--- src/rtl/tl_pkg.sv ---
// Shared traffic-light definitions: phase and monitor-state encodings, successor
// and lamp-pattern decode helpers used by both the controller and the monitor.
package tl_pkg;

  localparam logic [1:0] PH_NSG = 2'd0;
  localparam logic [1:0] PH_NSY = 2'd1;
  localparam logic [1:0] PH_EWG = 2'd2;
  localparam logic [1:0] PH_EWY = 2'd3;

  localparam logic [1:0] UNSYNC  = 2'd0;
  localparam logic [1:0] ACQUIRE = 2'd1;
  localparam logic [1:0] LOCKED  = 2'd2;

  typedef struct packed {
    logic       illegal;
    logic [1:0] phase;
  } tl_decode_t;

  function automatic logic [1:0] tl_successor(input logic [1:0] ph);
    logic [1:0] nxt;
    nxt = PH_NSG;
    case (ph)
      PH_NSG: nxt = PH_NSY;
      PH_NSY: nxt = PH_EWG;
      PH_EWG: nxt = PH_EWY;
      PH_EWY: nxt = PH_NSG;
    endcase
    return nxt;
  endfunction

  // lamps = {NS_red, NS_yellow, NS_green, EW_red, EW_yellow, EW_green}
  function automatic tl_decode_t tl_decode(input logic [5:0] lamps);
    tl_decode_t d;
    d.illegal = 1'b0;
    d.phase   = PH_NSG;
    case (lamps)
      6'b001_100: d.phase = PH_NSG;
      6'b010_100: d.phase = PH_NSY;
      6'b100_001: d.phase = PH_EWG;
      6'b100_010: d.phase = PH_EWY;
      default:    d.illegal = 1'b1;
    endcase
    return d;
  endfunction

endpackage

--- src/rtl/tl_dwell_counter.sv ---
// Saturating dwell counter with clear, load-to-one and increment (priority in that order).
module tl_dwell_counter #(
  parameter int unsigned CW = 8
) (
  input  logic          clk_i,
  input  logic          rst_ni,
  input  logic          clr_i,
  input  logic          load_i,
  input  logic          inc_i,
  output logic [CW-1:0] count_o
);

  logic [CW-1:0] count_d, count_q;

  always_comb begin
    count_d = count_q;
    if (clr_i) begin
      count_d = '0;
    end else if (load_i) begin
      count_d = CW'(1);
    end else if (inc_i && (count_q != {CW{1'b1}})) begin
      count_d = count_q + CW'(1);
    end
  end

  always_ff @(posedge clk_i) begin
    if (!rst_ni) begin
      count_q <= '0;
    end else begin
      count_q <= count_d;
    end
  end

  assign count_o = count_q;

endmodule

--- src/rtl/traffic_light_monitor.sv ---
// Passive checker for the six traffic-light lamp lines: phase decode, dwell measurement
// and pattern/sequence/timing error pulses. Optional sticky errors: TL_MON_STICKY_ERR_EN.
module traffic_light_monitor
  import tl_pkg::*;
#(
  parameter int unsigned GREEN_TIME  = 10,
  parameter int unsigned YELLOW_TIME = 3,
  parameter int unsigned CW          = 8
) (
  input  logic          clk,
  input  logic          rst,
  input  logic          NS_red,
  input  logic          NS_yellow,
  input  logic          NS_green,
  input  logic          EW_red,
  input  logic          EW_yellow,
  input  logic          EW_green,
  output logic [1:0]    phase,
  output logic          locked,
  output logic [CW-1:0] dwell,
  output logic          err_pattern,
  output logic          err_sequence,
  output logic          err_timing,
`ifdef TL_MON_STICKY_ERR_EN
  input  logic          err_clr,
  output logic [2:0]    err_sticky,
`endif
  output logic [15:0]   cycle_cnt
);

  localparam logic [CW-1:0] GreenExp  = CW'(GREEN_TIME + 1);
  localparam logic [CW-1:0] YellowExp = CW'(YELLOW_TIME + 1);

  tl_decode_t dec;
  assign dec = tl_decode({NS_red, NS_yellow, NS_green, EW_red, EW_yellow, EW_green});

  logic [1:0]  state_d, state_q;
  logic [1:0]  phase_d, phase_q;
  logic        rep_d, rep_q;
  logic [15:0] cnt_d, cnt_q;
  logic        errp_d, errp_q, errs_d, errs_q, errt_d, errt_q;
  logic        dw_clr, dw_load, dw_inc;
  logic [CW-1:0] dwell_q, exp_dwell;

  // Odd phase codes are the yellow phases.
  assign exp_dwell = phase_q[0] ? YellowExp : GreenExp;

  always_comb begin
    state_d = state_q;
    phase_d = phase_q;
    rep_d   = rep_q;
    cnt_d   = cnt_q;
    errp_d  = 1'b0;
    errs_d  = 1'b0;
    errt_d  = 1'b0;
    dw_clr  = 1'b0;
    dw_load = 1'b0;
    dw_inc  = 1'b0;
    if (dec.illegal) begin
      errp_d  = 1'b1;
      state_d = UNSYNC;
      dw_clr  = 1'b1;
    end else if (state_q == UNSYNC) begin
      state_d = ACQUIRE;
      phase_d = dec.phase;
      dw_load = 1'b1;
      rep_d   = 1'b0;
    end else if (dec.phase == phase_q) begin
      dw_inc = 1'b1;
      // Overstay is reported once, on the cycle the dwell passes the expected value.
      if ((state_q == LOCKED) && !rep_q && (dwell_q == exp_dwell)) begin
        errt_d = 1'b1;
        rep_d  = 1'b1;
      end
    end else if (dec.phase == tl_successor(phase_q)) begin
      if (state_q == LOCKED) begin
        if (!rep_q && (dwell_q != exp_dwell)) begin
          errt_d = 1'b1;
        end
        if (phase_q == PH_EWY) begin
          cnt_d = cnt_q + 16'd1;
        end
      end
      state_d = LOCKED;
      phase_d = dec.phase;
      dw_load = 1'b1;
      rep_d   = 1'b0;
    end else begin
      errs_d  = 1'b1;
      state_d = ACQUIRE;
      phase_d = dec.phase;
      dw_load = 1'b1;
      rep_d   = 1'b0;
    end
  end

  always_ff @(posedge clk) begin
    if (!rst) begin
      state_q <= UNSYNC;
      phase_q <= PH_NSG;
      rep_q   <= 1'b0;
      cnt_q   <= '0;
      errp_q  <= 1'b0;
      errs_q  <= 1'b0;
      errt_q  <= 1'b0;
    end else begin
      state_q <= state_d;
      phase_q <= phase_d;
      rep_q   <= rep_d;
      cnt_q   <= cnt_d;
      errp_q  <= errp_d;
      errs_q  <= errs_d;
      errt_q  <= errt_d;
    end
  end

  tl_dwell_counter #(
    .CW(CW)
  ) u_dwell (
    .clk_i  (clk),
    .rst_ni (rst),
    .clr_i  (dw_clr),
    .load_i (dw_load),
    .inc_i  (dw_inc),
    .count_o(dwell_q)
  );

`ifdef TL_MON_STICKY_ERR_EN
  logic [2:0] sticky_d, sticky_q;

  // Set wins over a simultaneous clear.
  always_comb begin
    sticky_d = (sticky_q & {3{~err_clr}}) | {errt_d, errs_d, errp_d};
  end

  always_ff @(posedge clk) begin
    if (!rst) begin
      sticky_q <= 3'b000;
    end else begin
      sticky_q <= sticky_d;
    end
  end

  assign err_sticky = sticky_q;
`endif

  assign phase        = phase_q;
  assign locked       = (state_q == LOCKED);
  assign dwell        = dwell_q;
  assign err_pattern  = errp_q;
  assign err_sequence = errs_q;
  assign err_timing   = errt_q;
  assign cycle_cnt    = cnt_q;

endmodule

--- config.mk ---
export PLATFORM = sky130hd
export DESIGN_NAME = traffic_light_monitor
export DESIGN_NICKNAME = d
export VERILOG_FILES = /design/src/rtl/tl_pkg.sv /design/src/rtl/tl_dwell_counter.sv /design/src/rtl/traffic_light_monitor.sv
export SDC_FILE = /design/constraint.sdc
export NUM_CORES = 1
export LEC_CHECK = 0
export ABC_AREA = 1
export CAP_MARGIN = 15
export CORE_AREA = 2 2 91 58
export CTS_BUF_LIST = sky130_fd_sc_hd__clkbuf_2
export DETAILED_ROUTE_END_ITERATION = 7
export DIE_AREA = 0 0 93 60
export GPL_ROUTABILITY_DRIVEN = 0
export PLACE_DENSITY = 0.74
export REMOVE_ABC_BUFFERS = 1
export SYNTH_ARGS = -nofsm -noshare
export SYNTH_HDL_FRONTEND = slang
export SYNTH_SLANG_ARGS = --single-unit
--- constraint.sdc ---
create_clock -name clk -period 2.62 [get_ports clk]
set_input_delay 0.655 -clock clk [delete_from_list [all_inputs] [get_ports clk]]
set_output_delay 0.655 -clock clk [all_outputs]
set_load 0.01 [all_outputs]
Word-level counts from Yosys, hierarchy flattened --
Cells that the tools add are included.
Storage, ports and cells: input port bits 8, bits in registers 32, output and inout bits 30
Cells by class: $add $sub $neg 2, bitwise logic cells 4, reduce and logical (&&, ||, !) cells 16, eq/ne operators 15, multiplexer cells 29
Operator list (count):
- two-way mux 1 bit | 20
- adder 16 x 1 -> 16 bit (second input constant) | 1
- equality test 6 bit (second input constant) | 2
- two-way mux 2 bit | 6
- adder 8 x 1 -> 8 bit (second input constant) | 1
- equality test 8 x 4 -> 1 bit | 1
- inequality test 8 x 4 -> 1 bit | 1
- inequality test 8 bit (second input constant) | 1
- case mux 2 bit (4 select lines) | 1
- OR reduction 4 bit | 2
- equality test 2 bit (second input constant) | 3
- equality test 6 x 4 -> 1 bit (second input constant) | 1
- equality test 6 x 5 -> 1 bit (second input constant) | 1
- case mux 2 bit (3 select lines) | 1
- AND reduction 2 bit | 3
- AND reduction 6 bit | 1
- OR reduction 3 bit | 2
- equality test 2 bit | 2
- logical AND 1 bit | 4
- logical NOT 2 bit | 2
- two-way mux 4 bit | 1
- inverter 1 bit | 4
- inequality test 3 x 2 -> 1 bit (second input constant) | 1
- equality test 2 x 1 -> 1 bit (second input constant) | 1
- 3 further kinds | 3

Logic depth before layout (Yosys ltp) --
Gate-level depths: netlist of run 1.
depth in word-level cells 10, gate-level depth with buffers 13

Modules after synthesis --
Synthesis of run 1 repeated with hierarchy kept, for this count alone.
Second synthesis, totals: cell total of the unflattened synthesis 315, area total of the unflattened synthesis 2094.5 sq um
By module, submodules not included:
- traffic_light_monitor | cells an instance 244, area an instance 1625.3 sq um, seq. area each 480.5 sq um, instances 1
- tl_dwell_counter | cells an instance 71, area an instance 469.2 sq um, seq. area each 160.2 sq um, instances 1

Worst setup path before layout of run 1 --
Ideal clock, no wire load.
path kind input -> register, start input port NS_green, end register cnt_q[0] (netlist: cycle_cnt[0]), path slack 0.818 ns, setup time 0.132 ns, path buffers 1, stages on the path 9, required time 2.488 ns, arrival 1.670 ns, cells stage by stage nor2_1 > nand2_1 > nor2_4 > nor2_2 > nor2_2 > nand3_4 > clkbuf_2 > o21ai_0 > a21oi_1
On the way: cells in the longest elaborated chain, start to end 5, elaborated cells on any way between the ends 10, those cells by class 6 x eq/ne; 1 x mux; 1 x bitwise; 2 x reduce/logical
RTL lines:
- start, declared | line traffic_light_monitor.sv:14 | input logic NS_green,
- equality test 6 bit / equality test 6 x 5 -> 1 bit (equally long branches) | line tl_pkg.sv:36 | case (lamps)
- case mux 2 bit (3 select lines) | line tl_pkg.sv:36
- equality test 2 bit | line traffic_light_monitor.sv:68 | end else if (dec.phase == phase_q) begin
- inverter 1 bit (no line)
- AND reduction 6 bit (no line) *
- end signal, assigned | line traffic_light_monitor.sv:110 | cnt_q <= cnt_d;
- end, declared | line traffic_light_monitor.sv:40 | logic [15:0] cnt_d, cnt_q;
Mark *: on every way between the ends. The rest lies on a longest branch, timed or not. A chain may end at the register's enable or synchronous reset.

Worst setup path in the final report of run 1 --
start register state_q[1], end output port locked
On the way: cells in the longest elaborated chain, start to end 1
RTL lines:
- start, declared | line traffic_light_monitor.sv:37 | logic [1:0] state_d, state_q;
- start signal, assigned | line traffic_light_monitor.sv:107 | state_q <= state_d;
- equality test 2 bit | line traffic_light_monitor.sv:148 | assign locked = (state_q == LOCKED);
- end, declared | line traffic_light_monitor.sv:19 | output logic locked,
No other way between the ends.

==> flow_metrics.py, run 1 <==
metrics = {
    "clock_tree": {
        "cts.path.max_buffers": 2,
        "cts.sinks": 32,
        "insertion_delay_ps": 400,
        "cts_setup_buffers": 0,
        "tritoncts": "done",
        "cts.reportedPaths.clkPinSlew_ps": 170,
        "postCtsHoldBufs": 0,
        "cts.repair.resized": 0,
        "numCtsBuffers": 5,
        "h-tree-depth": 2,
        "cts-root-buf": "clkbuf_2",
    },
    "cells_and_area": {
        "syn_to_final_growth_pct": 26.6,
        "seq_area_sq_um": 641,
        "antenna_cells": 0,
        "drive_gt1_frac": 0.116,
        "instances_no_fill": 420,
        "fin_nets": 366,
        "nFillCells": 467,
        "multiInputGateArea_sq_um": 1240,
    },
    "timing": {
        "drv_slew": 0,
        "finalSetupViolations": 0,
        "skew_ps": 23.3,
        "period_share": 0.881,
        "finalSetupTns_ps": 0,
        "period_minus_slack_ps": 2310,
        "hold_viol": 0,
        "rsz0062_at_grt": "no",
        "setup_ws_ps": 312,
        "timing.hold.ws_ps": 494,
        "max_freq_mhz": 433,
        "timing.slew.headroom": 0.735,
        "tightest_slew_ps": 394,
    },
    "routing": {
        "detail-route-antenna-nets": 0,
        "drt-pass1-iter-count": 5,
        "via_per_inst": 4.90,
        "vias": 2056,
        "drt_iter0_markers": 134,
        "drt-total-wl_um": 5170,
        "wl_per_cell_um": 12.3,
        "drcViolationCount": 0,
    },
    "logic_synthesis": {
        "synth_top_area_cell": "dfxtp_1",
        "synth_compound_area_frac": 0.114,
        "synth_top_cell_area_share": 0.309,
        "yosysSeqAreaShare": 0.309,
        "netlist_area_sq_um": 2070,
        "synth_mux_area_frac": 0,
        "synthXorXnorAreaFrac": 0.0677,
        "avgSynthCellArea_sq_um": 6.79,
        "synth_adder_area_share": 0.0302,
        "yosysWarnings": 0,
        "ys_types": 27,
        "yosys.area_share.simple": 0.389,
        "synth_edf_count": 0,
        "synth-main-ff-cell": "dfxtp_1",
        "synth_top_family_by_area": "simple AND/OR/NAND/NOR gates",
        "ys_top_cells_by_area": "dfxtp_1 31%, nand2_1 12%, inv_1 7.3%, a21oi_1 6.0%, nand3_1 6.0%",
        "ys_ff_latch": 32,
        "syn_inst": 305,
        "async_flop_share": 0,
        "yosysMostFrequentCell": "nand2_1",
        "synth_commonest_cells": "64 x nand2_1, 40 x inv_1, 32 x dfxtp_1, 29 x nor2_1",
    },
    "power": {
        "peakVddDrop_mv": 0.190,
        "powerDensity_nw_per_um2": 355,
        "leakagePower_nw": 1.03,
    },
    "place": {
        "dp_slack_ps": 97.7,
        "dp_hpwl_um": 3960,
        "dpl.cell_count": 412,
        "port_buffers": 37,
    },
    "critical_path": {
        "crit_chain": "inv_1, nor2_1, clkdlybuf4s50_1",
        "required_ps": 1970,
        "cp-end-kind": "output port",
        "critPathLaunchType": "flip-flop",
        "cp_max_fo": 3,
        "crit_family": "buffers and inverters",
        "cp.arrival_ps": 1650,
        "path_class": "reg2out",
        "path_buf_inv": 2,
        "max_stage_delay_ps": 590,
        "cpMaxStageDelayCell": "clkdlybuf4s50_1",
    },
    "global_route": {
        "first_global_vias": 1875,
        "antenna_found_initial": 0,
        "grt.total_usage": 0.202,
        "grt_max_degree": 14,
        "grt_pass1_wl_um": 8780,
        "overflow": 0,
    },
    "floorplan": {
        "io_pins": 38,
        "coreArea_sq_um": 4800,
        "initial_utilization": 0.431,
        "fp.dieW_um": 93,
        "die_area_sq_um": 5580,
        "die_h_um": 60,
        "rows": 20,
    },
    "min_path": {
        "min_path_type": "reg2reg",
    },
    "run_status": {
        "status": "finished, final reports clean",
    },
    "job": {
        "maxCapViolCount": 0,
    },
}
[through the flow]
step	instance area, sq um	util	power [mW]
3_3_place_gp	2560	0.533	0.598
3_5_place_dp	2560	0.533	0.599
6_report	2620	0.546	0.932
4_1_cts	2620	0.546	0.937
2_1_floorplan	2050	-	0.562
5_1_grt	2620	0.546	0.977
[kinds of logic (layout without fill, tap and decap cells)]
family          Yosys count  after routing
flops                    32             32
compound gates           44             44
simple gates            161            161
fa+ha+maj                 5              5
xor+xnor                 16             16
buf+inv                  47             96
[registers in the layout, summed over array words and instances (netlist names)]
name             cells
rep_q                1
state_q              2
err_sequence         1
err_timing           1
cycle_cnt           16
err_pattern          1
u_dwell.count_o      8
phase                2
[metal layers]
metal	global-route usage	wire, um
met1	0.305	2710
met4	0.0798	71
met5	0	0
met3	0.0467	391
met2	0.276	1990
[placed cells by master (no fill, tap or decap), types with 4 or more instances in the layout]
| cell type | instances |
|---|---|
| xor2_1 | 12 |
| clkdlybuf4s50_1 | 37 |
| nor2_4 | 4 |
| xnor2_1 | 4 |
| ha_1 | 5 |
| nand2_1 | 64 |
| nor2_2 | 4 |
| nor2_1 | 29 |
| clkbuf_2 | 5 |
| buf_4 | 8 |
| o21ai_0 | 14 |
| a21oi_1 | 25 |
| nor3_1 | 8 |
| inv_1 | 40 |
| nand2_2 | 7 |
| nand3_1 | 25 |
| nand4_1 | 9 |
| dfxtp_1 | 32 |
[worst min-delay path: stages (launching register included)]
cell     delay [ps]
dfxtp_1         360
nand2_1          60
a21oi_1          50
[power by group]
group	internal, mW	switching, mW
clock	0.156	0.186
combinational	0.0372	0.0601
sequential	0.490	0.00268
total	0.683	0.249
[cell type report]
| cell class | instances | area share |
|---|---|---|
| inverters | 43 | 0.0616 |
| clock buffers | 5 | 0.00955 |
| repair buffers | 45 | 0.164 |
| clock inverters | 3 | 0.0143 |
| flip-flops and latches | 32 | 0.244 |
| well taps | 66 | 0.0315 |
| multi-input cells | 226 | 0.474 |
[final timing paths]
check / startpoint / endpoint / slack [ps] / cells after the start
max: state_q[1] / locked / 310 / 3
min: u_dwell.count_o[7] / u_dwell.count_o[7] / 490 / 2
max reg2reg: phase[0] / cycle_cnt[2] / 630 / 9
min reg2reg: u_dwell.count_o[7] / u_dwell.count_o[7] / 490 / 2
No activity file was read; power rests on OpenSTA's default activity.
==> inputs of run 2 (changes only) <==
--- a/config.mk
+++ b/config.mk
@@ -5,15 +5,16 @@
 export SDC_FILE = /design/constraint.sdc
 export NUM_CORES = 1
 export LEC_CHECK = 0
-export ABC_AREA = 1
+export ABC_AREA = 0
 export CAP_MARGIN = 15
-export CORE_AREA = 2 2 91 58
+export CORE_AREA = 2 2 89 57
 export CTS_BUF_LIST = sky130_fd_sc_hd__clkbuf_2
 export DETAILED_ROUTE_END_ITERATION = 7
-export DIE_AREA = 0 0 93 60
+export DIE_AREA = 0 0 91 59
 export GPL_ROUTABILITY_DRIVEN = 0
 export PLACE_DENSITY = 0.74
 export REMOVE_ABC_BUFFERS = 1
 export SYNTH_ARGS = -nofsm -noshare
 export SYNTH_HDL_FRONTEND = slang
 export SYNTH_SLANG_ARGS = --single-unit
+export TNS_END_PERCENT = 20
==> run 2 against run 1 <==
Net effect: critical path depth is 5 higher; clock-buffer cell count did not move; combinational power grew 15%; setup slack worse by 120 ps; area after synthesis is 4.9% lower; via count is 1.2% lower; sequential share of layout area fell by 0.59 points; design area increased by 2.5%; maximum frequency decreased by 4.8%; synthesized cell count down 22%; cell count fell by 14%; sequential power barely moved.
==> flow_metrics.py, run 2 <==
metrics = {
    "routing": {
        "drt-pass1-iter-count": 4,
        "drt-total-wl_um": 5100,
        "vias": 2031,
        "drcViolationCount": 0,
        "drt_iter0_markers": 136,
        "detail-route-antenna-nets": 0,
        "wl_per_cell_um": 14.1,
        "via_per_inst": 5.61,
    },
    "logic_synthesis": {
        "yosysSeqAreaShare": 0.325,
        "syn_inst": 238,
        "synth_commonest_cells": "32 x dfxtp_1, 29 x nand2_1, 19 x nor4_1, 18 x mux2i_1, 15 x nand2b_1",
        "netlist_area_sq_um": 1970,
        "synth-main-ff-cell": "dfxtp_1",
        "synth_top_cell_area_share": 0.325,
        "synth_top_area_cell": "dfxtp_1",
        "ys_types": 40,
        "yosysWarnings": 0,
        "ys_top_cells_by_area": "dfxtp_1 33%, mux2i_1 9.1%, nor4_1 6.0%, nand2_1 5.5%, o2111ai_1 4.9%",
        "avgSynthCellArea_sq_um": 8.27,
        "synth_edf_count": 0,
        "yosysMostFrequentCell": "dfxtp_1",
        "ys_ff_latch": 32,
        "async_flop_share": 0,
    },
    "cells_and_area": {
        "syn_to_final_growth_pct": 36.4,
        "final_common_cell": "clkdlybuf4s50_1",
        "largest_reg_flops": 16,
        "fin_area_sq_um": 2690,
        "nFillCells": 413,
        "layout_common_cells": "37 x clkdlybuf4s50_1, 32 x dfxtp_1, 29 x nand2_1, 29 x buf_4, 18 x mux2i_1",
        "fin_nets": 311,
        "fin_util": 0.601,
        "drive_gt1_frac": 0.151,
        "antenna_cells": 0,
    },
    "critical_path": {
        "cpMaxStageDelayCell": "clkdlybuf4s50_1",
        "cp-end-kind": "flip-flop",
        "r2r_start": "phase[0]",
        "crit_family": "buffers and inverters",
        "cp.arrival_ps": 2770,
        "r2r_slack_ps": 380,
        "required_ps": 2960,
        "r2r_cells": 9,
        "path_buf_inv": 3,
        "cp_max_fo": 5,
        "path_class": "in2reg",
        "crit_path_frequent_cell": "buf_4",
        "max_stage_delay_ps": 520,
        "timing.rr.end": "cycle_cnt[1]",
        "critPathLaunchType": "input pin",
        "crit_chain": "clkdlybuf4s50_1, nor4bb_1, o21ai_2, xor2_1, buf_4, nor4_1, buf_4, mux2i_1",
    },
    "global_route": {
        "grt_pass1_wl_um": 8430,
        "antenna_found_initial": 0,
        "grt_max_degree": 35,
        "overflow": 0,
        "grt.total_usage": 0.197,
        "first_global_vias": 1770,
    },
    "power": {
        "peakVddDrop_mv": 0.204,
        "p_int_mw": 0.699,
        "powerDensity_nw_per_um2": 354,
        "leakagePower_nw": 0.914,
        "seqPwrFrac": 0.518,
        "p_clk_frac": 0.363,
        "p_sw_mw": 0.251,
        "finalPower_mw": 0.950,
        "sw_frac_of_total": 0.264,
        "p_comb_frac": 0.118,
    },
    "clock_tree": {
        "tritoncts": "done",
        "numCtsBuffers": 5,
        "postCtsHoldBufs": 0,
        "cts_setup_buffers": 0,
        "insertion_delay_ps": 390,
        "h-tree-depth": 2,
        "cts.path.max_buffers": 2,
        "cts-root-buf": "clkbuf_2",
        "cts.reportedPaths.clkPinSlew_ps": 180,
        "cts.sinks": 32,
    },
    "floorplan": {
        "die_area_sq_um": 5370,
        "coreArea_sq_um": 4470,
        "die_h_um": 59,
        "fp.dieW_um": 91,
        "io_pins": 38,
        "initial_utilization": 0.441,
        "rows": 19,
    },
    "timing": {
        "period_share": 0.925,
        "hold_viol": 0,
        "skew_ps": 12.5,
        "period_minus_slack_ps": 2420,
        "rsz0062_at_grt": "no",
        "timing.hold.ws_ps": 458,
        "drv_slew": 0,
        "timing.slew.headroom": 0.734,
        "tightest_slew_ps": 395,
        "max_freq_mhz": 413,
        "finalSetupViolations": 0,
    },
    "place": {
        "placed_area_sq_um": 2610,
        "dp_hpwl_um": 3730,
        "port_buffers": 37,
    },
    "job": {
        "maxCapViolCount": 0,
    },
    "min_path": {
        "hold_depth": 1,
        "hold_end": "err_timing",
        "min_path_type": "reg2reg",
        "min-delay-start": "rep_q",
    },
    "run_status": {
        "status": "finished, final reports clean",
    },
}
[run 2: power by group through the flow]
stage,Clock [mW],Combinational [mW],Sequential [mW]
finish,0.345,0.112,0.492
floorplan,0,0.0455,0.503
global route,0.374,0.121,0.493
detailed placement,0,0.109,0.502
global placement,0,0.106,0.502
CTS,0.351,0.110,0.493
[run 2: worst reg2reg max path, stage by stage, from the launching register on]
cell and delay [ps]:
dfxtp_1 510, inv_1 150, ha_1 360, xnor2_1 160, nand2_1 100, mux2i_1 70, buf_4 200, nor4_1 300
buf_4 190, mux2i_1 170
[run 2: worst max path at each step]
stage                   start                 end  slack, ps  cells past startpoint
floorplan              NS_red  u_dwell.count_o[4]       -890                      5
global placement    NS_yellow          err_timing       -220                      7
detailed placement  NS_yellow       cycle_cnt[13]       -190                      8
CTS                 NS_yellow       cycle_cnt[13]        220                      8
global route        NS_yellow       cycle_cnt[11]         30                      7
finish              NS_yellow       cycle_cnt[12]        200                      8
[run 2: logic make-up after synthesis]
kind of cell	Yosys count	synth area share
adders and majority gates	5	0.0318
AOI/OAI and AO/OA	39	0.147
DFF	32	0.325
xor gates and xnor gates	12	0.0534
muxes	18	0.0915
buffers and inverters	23	0.0445
and+or+nand+nor	109	0.306
[run 2: what timing repair did]
item,CTS,global route
resized for setup,0,2
setup endpoints to repair,0,3
hold endpoints to repair,0,0
[run 2: cell type report]
class	instances	area, sq um	area share
Clock buffer	5	25.0	0.00932
Timing Repair Buffer	67	608	0.226
Sequential cell	32	641	0.238
Inverter	9	33.8	0.0126
Tap cell	63	78.8	0.0293
Multi-Input combinational cell	183	1260	0.468
Clock inverter	3	42.5	0.0158
[run 2: metal layers]
layer  share of wire  global-route usage  vias up
met5               0                   0        -
met4           0.011              0.0606        0
met3           0.066              0.0407        7
met2            0.40               0.277       75
met1            0.52               0.299      942
li1                -                   -     1007
[run 2: through the flow]
| step | setup TNS, ps | setup slack [ps] | instances |
|---|---|---|---|
| final | 0 | 197 | 362 |
| after global routing | 0 | 33.0 | 362 |
| after CTS | 0 | 225 | 362 |
| after detailed placement | -3020 | -188 | 354 |
| after global placement | -2380 | -216 | 354 |
| after floorplan | -17860 | -886 | 224 |
